File: config.mk
export PLATFORM = sky130hd
export DESIGN_NAME = axi_fifo_wr_scheduler_flat
export DESIGN_NICKNAME = d
export VERILOG_FILES = /design/src/rtl/axi_fifo_wr_scheduler_if.sv /design/src/rtl/axi_fifo_wr_scheduler.sv /design/src/flat_wrapper.sv
export SDC_FILE = /design/constraint.sdc
export NUM_CORES = 2
export LEC_CHECK = 0
export CAP_MARGIN = 20
export CORE_AREA = 2 2 591 593
export CTS_CLUSTER_DIAMETER = 80
export DETAILED_ROUTE_END_ITERATION = 6
export DIE_AREA = 0 0 593 595
export PLACE_DENSITY_LB_ADDON = 0.08
export SYNTH_ARGS = -nofsm -noshare
export SYNTH_HDL_FRONTEND = slang
export SYNTH_SLANG_ARGS = --single-unit
File: constraint.sdc
create_clock -name clk -period 24.6 [get_ports clk]
set_input_delay 3.69 -clock clk [delete_from_list [all_inputs] [get_ports clk]]
set_output_delay 3.69 -clock clk [all_outputs]
set_load 0.03 [all_outputs]
File: src/rtl/axi_fifo_wr_scheduler_if.sv
// AXI4 write-channel bundle (AW, W, B) between the FIFO write scheduler and the DDR controller.
interface axi_fifo_wr_scheduler_if #(
    parameter int ADDR_W = 28,
    parameter int DATA_W = 256
);
    logic [ADDR_W-1:0] awaddr;
    logic [7:0]        awlen;
    logic              awvalid;
    logic              awready;
    logic [DATA_W-1:0] wdata;
    logic              wlast;
    logic              wvalid;
    logic              wready;
    logic              bvalid;
    logic [1:0]        bresp;
    logic              bready;

    modport master (
        output awaddr, awlen, awvalid,
        input  awready,
        output wdata, wlast, wvalid,
        input  wready,
        input  bvalid, bresp,
        output bready
    );

    modport slave (
        input  awaddr, awlen, awvalid,
        output awready,
        input  wdata, wlast, wvalid,
        output wready,
        output bvalid, bresp,
        input  bready
    );
endinterface

File: src/rtl/axi_fifo_wr_scheduler.sv
// Round-robin scheduler draining per-channel video FIFOs into fixed-length AXI4 write bursts,
// with a per-channel frame offset that wraps at frame_bytes_i.
module axi_fifo_wr_scheduler #(
    parameter int CH_NUM     = 4,
    parameter int LVL_W      = 11,
    parameter int DATA_W     = 256,
    parameter int ADDR_W     = 28,
    parameter int BURST_LEN  = 16,
    parameter int BEAT_BYTES = 32
) (
    input  logic                       clk,
    input  logic                       rst,
    input  logic                       sched_en_i,
    input  logic [CH_NUM*ADDR_W-1:0]   ch_base_addr_i,
    input  logic [ADDR_W-1:0]          frame_bytes_i,
    input  logic [CH_NUM*LVL_W-1:0]    fifo_rd_level_i,
    input  logic [CH_NUM*DATA_W-1:0]   fifo_rd_data_i,
    output logic [CH_NUM-1:0]          fifo_rd_en_o,
    axi_fifo_wr_scheduler_if.master    m_axi,
    output logic [CH_NUM-1:0]          frame_done_o,
    output logic                       bresp_err_o
);
    localparam int PTR_W = (CH_NUM > 1) ? $clog2(CH_NUM) : 1;
    localparam int CNT_W = 9;
    localparam logic [ADDR_W-1:0] BURST_BYTES = ADDR_W'(BURST_LEN * BEAT_BYTES);
    localparam logic [CNT_W-1:0]  LAST_BEAT   = CNT_W'(BURST_LEN - 1);

    typedef enum logic [2:0] {S_IDLE, S_ARB, S_AW, S_W, S_B} state_t;

    state_t              state_q, state_d;
    logic [PTR_W-1:0]    rr_ptr_q, rr_ptr_d, gnt_q, gnt_d, sel_s;
    logic [ADDR_W-1:0]   awaddr_q, awaddr_d;
    logic [CNT_W-1:0]    req_left_q, req_left_d, beat_cnt_q, beat_cnt_d;
    logic [CH_NUM-1:0]   frame_done_q, frame_done_d;
    logic                bresp_err_q, bresp_err_d;
    logic                inflight_q;
    logic [DATA_W-1:0]   skid_q [2];
    logic                skid_wr_q, skid_rd_q;
    logic [1:0]          skid_cnt_q;
    logic [ADDR_W-1:0]   offset_q [CH_NUM];

    logic [CH_NUM-1:0]   elig_s;
    logic                found_s, wvalid_s, wpop_s, wlast_s, rd_en_s, b_hs_s, wrap_s;
    logic [2:0]          skid_fill_s;
    logic [ADDR_W-1:0]   off_next_s;
    logic [DATA_W-1:0]   rd_data_s;
    int                  arb_idx_s;

    // Eligibility and round-robin search starting just after the last grant
    always_comb begin
        elig_s    = '0;
        found_s   = 1'b0;
        sel_s     = rr_ptr_q;
        arb_idx_s = 0;
        for (int i = 0; i < CH_NUM; i++) begin
            elig_s[i] = fifo_rd_level_i[i*LVL_W +: LVL_W] >= LVL_W'(BURST_LEN);
        end
        for (int k = 1; k <= CH_NUM; k++) begin
            arb_idx_s = (int'(rr_ptr_q) + k) % CH_NUM;
            if (!found_s && elig_s[arb_idx_s[PTR_W-1:0]]) begin
                found_s = 1'b1;
                sel_s   = arb_idx_s[PTR_W-1:0];
            end else begin
                found_s = found_s;
            end
        end
    end

    // Read-side flow control: the skid never holds more than two words including the one in flight
    always_comb begin
        wvalid_s    = (state_q == S_W) && (skid_cnt_q != 2'd0);
        wpop_s      = wvalid_s && m_axi.wready;
        wlast_s     = wvalid_s && (beat_cnt_q == LAST_BEAT);
        skid_fill_s = {1'b0, skid_cnt_q} + {2'b00, inflight_q} - {2'b00, wpop_s};
        rd_en_s     = ((state_q == S_AW) || (state_q == S_W)) &&
                      (req_left_q != '0) && (skid_fill_s < 3'd2);
        b_hs_s      = (state_q == S_B) && m_axi.bvalid;
        off_next_s  = offset_q[gnt_q] + BURST_BYTES;
        wrap_s      = off_next_s >= frame_bytes_i;
        rd_data_s   = fifo_rd_data_i[gnt_q*DATA_W +: DATA_W];
    end

    // Burst sequencing: IDLE -> ARB -> AW -> W -> B -> IDLE
    always_comb begin
        state_d      = state_q;
        rr_ptr_d     = rr_ptr_q;
        gnt_d        = gnt_q;
        awaddr_d     = awaddr_q;
        req_left_d   = req_left_q - CNT_W'(rd_en_s);
        beat_cnt_d   = beat_cnt_q + CNT_W'(wpop_s);
        frame_done_d = '0;
        bresp_err_d  = bresp_err_q;
        case (state_q)
            S_IDLE: begin
                if (sched_en_i) state_d = S_ARB;
                else            state_d = S_IDLE;
            end
            S_ARB: begin
                if (found_s) begin
                    gnt_d      = sel_s;
                    rr_ptr_d   = sel_s;
                    awaddr_d   = ch_base_addr_i[sel_s*ADDR_W +: ADDR_W] + offset_q[sel_s];
                    req_left_d = CNT_W'(BURST_LEN);
                    beat_cnt_d = '0;
                    state_d    = S_AW;
                end else begin
                    state_d    = S_IDLE;
                end
            end
            S_AW: begin
                if (m_axi.awready) state_d = S_W;
                else               state_d = S_AW;
            end
            S_W: begin
                if (wpop_s && wlast_s) state_d = S_B;
                else                   state_d = S_W;
            end
            S_B: begin
                if (m_axi.bvalid) begin
                    frame_done_d[gnt_q] = wrap_s;
                    bresp_err_d         = bresp_err_q | (m_axi.bresp != 2'b00);
                    state_d             = S_IDLE;
                end else begin
                    state_d             = S_B;
                end
            end
            default: state_d = S_IDLE;
        endcase
    end

    // State, skid buffer and per-channel offset registers
    always_ff @(posedge clk or posedge rst) begin
        if (rst) begin
            state_q      <= S_IDLE;
            rr_ptr_q     <= PTR_W'(CH_NUM - 1);
            gnt_q        <= '0;
            awaddr_q     <= '0;
            req_left_q   <= '0;
            beat_cnt_q   <= '0;
            frame_done_q <= '0;
            bresp_err_q  <= 1'b0;
            inflight_q   <= 1'b0;
            skid_q[0]    <= '0;
            skid_q[1]    <= '0;
            skid_wr_q    <= 1'b0;
            skid_rd_q    <= 1'b0;
            skid_cnt_q   <= 2'd0;
            for (int i = 0; i < CH_NUM; i++) offset_q[i] <= '0;
        end else begin
            state_q      <= state_d;
            rr_ptr_q     <= rr_ptr_d;
            gnt_q        <= gnt_d;
            awaddr_q     <= awaddr_d;
            req_left_q   <= req_left_d;
            beat_cnt_q   <= beat_cnt_d;
            frame_done_q <= frame_done_d;
            bresp_err_q  <= bresp_err_d;
            inflight_q   <= rd_en_s;
            skid_cnt_q   <= skid_cnt_q + 2'(inflight_q) - 2'(wpop_s);
            if (inflight_q) begin
                skid_q[skid_wr_q] <= rd_data_s;
                skid_wr_q         <= ~skid_wr_q;
            end
            if (wpop_s) skid_rd_q <= ~skid_rd_q;
            if (b_hs_s) offset_q[gnt_q] <= wrap_s ? '0 : off_next_s;
        end
    end

    assign fifo_rd_en_o  = rd_en_s ? (CH_NUM'(1'b1) << gnt_q) : '0;
    assign m_axi.awaddr  = awaddr_q;
    assign m_axi.awlen   = 8'(BURST_LEN - 1);
    assign m_axi.awvalid = (state_q == S_AW);
    assign m_axi.wdata   = skid_q[skid_rd_q];
    assign m_axi.wlast   = wlast_s;
    assign m_axi.wvalid  = wvalid_s;
    assign m_axi.bready  = (state_q == S_B);
    assign frame_done_o  = frame_done_q;
    assign bresp_err_o   = bresp_err_q;
endmodule
File: src/flat_wrapper.sv
// flat-port wrapper written by rule: the top's interface ports become plain ports
module axi_fifo_wr_scheduler_flat 
#(
    parameter int CH_NUM     = 4,
    parameter int LVL_W      = 11,
    parameter int DATA_W     = 256,
    parameter int ADDR_W     = 28,
    parameter int BURST_LEN  = 16,
    parameter int BEAT_BYTES = 32
)
  (clk, rst, sched_en_i, ch_base_addr_i, frame_bytes_i, fifo_rd_level_i, fifo_rd_data_i, fifo_rd_en_o, frame_done_o, bresp_err_o, m_axi_awaddr, m_axi_awlen, m_axi_awvalid, m_axi_awready, m_axi_wdata, m_axi_wlast, m_axi_wvalid, m_axi_wready, m_axi_bvalid, m_axi_bresp, m_axi_bready);
  axi_fifo_wr_scheduler_if #(.ADDR_W(ADDR_W), .DATA_W(DATA_W)) m_axi_i ();
  input  logic clk;
  input  logic rst;
  input  logic sched_en_i;
  input  logic [CH_NUM*ADDR_W-1:0] ch_base_addr_i;
  input  logic [ADDR_W-1:0] frame_bytes_i;
  input  logic [CH_NUM*LVL_W-1:0] fifo_rd_level_i;
  input  logic [CH_NUM*DATA_W-1:0] fifo_rd_data_i;
  output logic [CH_NUM-1:0] fifo_rd_en_o;
  output logic [CH_NUM-1:0] frame_done_o;
  output logic bresp_err_o;
  output wire logic [$bits(m_axi_i.awaddr)-1:0] m_axi_awaddr;
  output wire logic [$bits(m_axi_i.awlen)-1:0] m_axi_awlen;
  output wire logic [$bits(m_axi_i.awvalid)-1:0] m_axi_awvalid;
  input wire logic [$bits(m_axi_i.awready)-1:0] m_axi_awready;
  output wire logic [$bits(m_axi_i.wdata)-1:0] m_axi_wdata;
  output wire logic [$bits(m_axi_i.wlast)-1:0] m_axi_wlast;
  output wire logic [$bits(m_axi_i.wvalid)-1:0] m_axi_wvalid;
  input wire logic [$bits(m_axi_i.wready)-1:0] m_axi_wready;
  input wire logic [$bits(m_axi_i.bvalid)-1:0] m_axi_bvalid;
  input wire logic [$bits(m_axi_i.bresp)-1:0] m_axi_bresp;
  output wire logic [$bits(m_axi_i.bready)-1:0] m_axi_bready;
  assign m_axi_awaddr = m_axi_i.awaddr;
  assign m_axi_awlen = m_axi_i.awlen;
  assign m_axi_awvalid = m_axi_i.awvalid;
  assign m_axi_i.awready = m_axi_awready;
  assign m_axi_wdata = m_axi_i.wdata;
  assign m_axi_wlast = m_axi_i.wlast;
  assign m_axi_wvalid = m_axi_i.wvalid;
  assign m_axi_i.wready = m_axi_wready;
  assign m_axi_i.bvalid = m_axi_bvalid;
  assign m_axi_i.bresp = m_axi_bresp;
  assign m_axi_bready = m_axi_i.bready;
  axi_fifo_wr_scheduler #(.CH_NUM(CH_NUM), .LVL_W(LVL_W), .DATA_W(DATA_W), .ADDR_W(ADDR_W), .BURST_LEN(BURST_LEN), .BEAT_BYTES(BEAT_BYTES)) u_core (.clk(clk), .rst(rst), .sched_en_i(sched_en_i), .ch_base_addr_i(ch_base_addr_i), .frame_bytes_i(frame_bytes_i), .fifo_rd_level_i(fifo_rd_level_i), .fifo_rd_data_i(fifo_rd_data_i), .fifo_rd_en_o(fifo_rd_en_o), .m_axi(m_axi_i), .frame_done_o(frame_done_o), .bresp_err_o(bresp_err_o));
endmodule
==> metrics.md <==
| Metric | Value |
|---|---|
| Clk sink count | `687` |
| Relative slew slack | `15.23%` |
| Post-synth EDFFs | `0` |
| Min cycle time layout | `10.49 ns` |
| Drc violations | `0` |
| Final Util | `18.37%` |
| Switching pwr | `0.004079 W` |
| # IOs | `1521` |
| Post-synthesis mux area share | `39.25%` |
| Antenna violation net count after detailed routing | `0` |
| WS Path Type | `in -> out` |
| Num rows | `217` |
| Detailed-placement wirelength estimate | `210600 µm` |
| Max-cap viol count | `0` |
| Adder-cell area share of the yosys netlist | `2.046%` |
| Mapped Area | `39860 µm²` |
| Critical Path Max Stage Delay | `0.72 ns` |
| Root Driver | `clkbuf_16` |
| GRT Util Overall | `14.21%` |
| Crit path max fanout | `4` |
| Multi-input gate area | `21420 µm²` |
| RSZ-0062 raised after global routing | `no` |
| Routed WL | `260100 µm` |
| Fraction of registers with async set/reset | `100.0%` |
| Design area | `63800 µm²` |
| Ys flop type | `dfrtp_1` |
| Worst Setup Start Kind | `input pin` |
| Vias | `32.18k` |
| Clock share of power | `17.9%` |
| Clock transition at path regs | `0.05 ns` |
| Vias in the first global route | `34.27k` |
| Worst path most repeated cell | `inv_1` |
| Cts hold-fix bufs | `0` |
| Global-route wire length before repair | `335900 µm` |
| TritonRoute pass-1 iters | `7` |
| Fin. Hold Viols | `0` |
| Worst slew pin tran | `1.271 ns` |
| Clock buffer count from CTS | `112` |
| Flops & latches, synth | `687` |
| Setup Skew | `0.03526 ns` |
| H-tree levels | `3` |
| Die W | `593 µm` |
| Crit path cell chain | `clkdlybuf4s50_1 -> and2_1 -> ha_1 -> inv_1 -> ha_1 -> inv_1 -> fa_1 -> xnor2_1 -> nand4_1 -> inv_1 -> and3_1 -> clkdlybuf4s50_1` |
| XOR/XNOR share of the synthesized area | `1.246%` |
| Share of power burned in registers | `21.1%` |
| Gr ovfl total | `0` |
| Library cells used by synthesis | `68` |
| CTS resizes | `0` |
| Max IR drop VDD | `0.07177 mV` |
| Starting Density | `11.48%` |
| Final Max Tran Viols | `0` |
| Register area share after synthesis | `43.13%` |
| PortBufs | `1496` |
| FMAX | `0.09529 GHz` |
| Pleak | `24.24 nW` |
| CTS tree | `built` |
| Largest net degree at the start of global routing | `114` |
| Syn Area/Cell | `13.28 µm²` |
| Placer Congestion | `0.8442` |
| Ys Warns | `0` |
| FF+latch area | `17210 µm²` |
| CTS max path bufs | `4` |
| Sw Ratio | `45.53%` |
| Vias per inst | `3.521` |
| Tot Pwr | `0.008960 W` |
| Crit path DAT | `6.80 ns` |
| Final #Nets | `5710` |
| Initial antenna violation count | `144` |
| Setup Viol. Count Final | `0` |
| Die H | `595 µm` |
| Largest family of logic cells by synthesized area | `multiplexers` |
| Worst-skew pair later-pin latency | `0.84 ns` |
| Critical path required time | `20.91 ns` |
| Outcome | `complete, no violations` |
| Die area | `352800 µm²` |
| Compound-gate portion of the synthesized area | `6.265%` |
| Delay-heaviest family, CP | `buffers and inverters` |
| Crit. End Element | `primary output` |
| Setup tns final | `0 ns` |
| Layout cells sized above 1 | `28.59%` |
| Worst path bufs/invs | `5` |
| Pwr/cell area | `140.4 nW/µm²` |
| WL/cell | `28.46 µm` |
| Fill cell count | `37.81k` |
| Pint | `0.004881 W` |
| Hold WC Path Type | `reg -> reg` |
| DRT iter0 DRCs | `1405` |
| Post-Syn Instances | `3002` |
| Placed cell areas | `60090 µm²` |
| Setup Buffers After CTS | `0` |
| Core area | `347300 µm²` |
| Synth-to-Final Area Change | `60.05%` |
| Fin crit share | `42.66%` |
| Combinational Power Share | `61.1%` |
| Simple-gate share of the synthesized area | `4.683%` |
| CP max-delay cell | `clkdlybuf4s50_1` |
==> per-layer routing <==
layer | vias to the layer above | wire length, µm | share of wire (%) | track usage (%)
li1 | 14240 | - | - | -
met1 | 16390 | 101300 | 39 | 16.02
met2 | 1186 | 134300 | 52 | 26.01
met3 | 331 | 18900 | 7.3 | 4.324
met4 | 24 | 5459 | 2.1 | 2.958
met5 | - | 141 | 0.054 | 0
==> power by group through the flow <==
| stage | clock [W] | sequential [W] | combinational (W) |
|---|---|---|---|
| floorplan | 0 | 0.00184 | 0.00318 |
| global placement | 0 | 0.00190 | 0.00569 |
| detailed placement | 0 | 0.00191 | 0.00569 |
| CTS | 0.00169 | 0.00189 | 0.00571 |
| global route | 0.00173 | 0.00196 | 0.00587 |
| finish | 0.00160 | 0.00189 | 0.00547 |
==> stage by stage <==
| step | hold slack [ns] | setup WS (ns) | instances |
|---|---|---|---|
| floorplan | 0.4544 | 1.652 | 3008 |
| global placement | 0.4538 | 13.89 | 8915 |
| detailed placement | 0.4596 | 13.93 | 8915 |
| CTS | 0.4725 | 14.01 | 9114 |
| global route | 0.5060 | 13.86 | 9123 |
| finish | 0.4637 | 14.11 | 9138 |
==> layout by cell type, fill, tap and decap left out, types with 62 or more instances in the layout <==
master	instances
a211oi_1	63
a21oi_1	92
clkbuf_16	114
clkdlybuf4s50_1	1496
dfrtp_1	682
ha_1	62
inv_1	75
mux2_2	778
mux2i_1	66
mux4_2	267
nand2_1	192
nor2b_1	63
o31ai_1	119
==> state kept, by name, summed over array words and instances, names as in the netlist <==
| name | cells |
|---|---|
| u_core.skid_cnt_q | 2 |
| u_core.state_q | 3 |
| u_core.offset_q | 112 |
| u_core.gnt_q | 2 |
| u_core.beat_cnt_q | 9 |
| u_core.m_axi.awaddr | 28 |
| u_core.skid_wr_q | 1 |
| u_core.rr_ptr_q | 2 |
| u_core.inflight_q | 1 |
| u_core.bresp_err_o | 1 |
| u_core.skid_q | 512 |
| u_core.frame_done_o | 4 |
| u_core.skid_rd_q | 1 |
| u_core.req_left_q | 9 |
==> layout make-up <==
type                    instances  share of cell area, %
multi-input cells            2008                  33.57
flip-flops and latches        687                  26.97
repair buffers               1545                  24.16
well taps                    4599                  9.019
clock buffers                 166                  5.091
clock inverters                33                 0.6334
inverters                      76                 0.4589
diodes                         24                0.09413
==> cells by family after synthesis <==
group,after synthesis
xor gates and xnor gates,55
adders and majority gates,64
AOI/OAI and AO/OA,375
DFF,687
and+or+nand+nor,387
buffers and inverters,313
other,2
muxes,1119
==> synth_stat cells (13+ instances only) <==
| cell type | n | share of area, % |
|---|---|---|
| a211oi_1 | 63 | 1.2 |
| a21o_1 | 21 | 0.40 |
| a21oi_1 | 92 | 1.2 |
| and3_1 | 13 | 0.20 |
| buf_2 | 43 | 0.54 |
| clkbuf_1 | 163 | 1.5 |
| dfrtp_1 | 685 | 43 |
| ha_1 | 62 | 1.9 |
| inv_1 | 76 | 0.72 |
| mux2_2 | 778 | 22 |
| mux2i_1 | 66 | 1.7 |
| mux4_2 | 267 | 15 |
| nand2_1 | 194 | 1.8 |
| nand3_1 | 19 | 0.24 |
| nor2_1 | 38 | 0.36 |
| nor2b_1 | 63 | 0.99 |
| nor3_1 | 14 | 0.18 |
| o21ai_0 | 40 | 0.50 |
| o31ai_1 | 119 | 2.2 |
| xnor2_1 | 24 | 0.53 |
| xor2_1 | 29 | 0.64 |
==> path summary, 6_finish.rpt <==
check / start / cells after the start / slack, ns / end
min in group asynchronous: rst / 2 / 3.36 / u_core.skid_q[401]
hold reg to reg: u_core.bresp_err_o / 1 / 0.46 / u_core.bresp_err_o
setup reg to reg: u_core.gnt_q[0] / 17 / 17.72 / u_core.offset_q[3]
hold / removal: u_core.bresp_err_o / 1 / 0.46 / u_core.bresp_err_o
setup / recovery: m_axi_wready / 12 / 14.11 / fifo_rd_en_o[3]
max in group asynchronous: rst / 6 / 17.74 / u_core.skid_q[13]
Power figures use the tool's default switching activity.
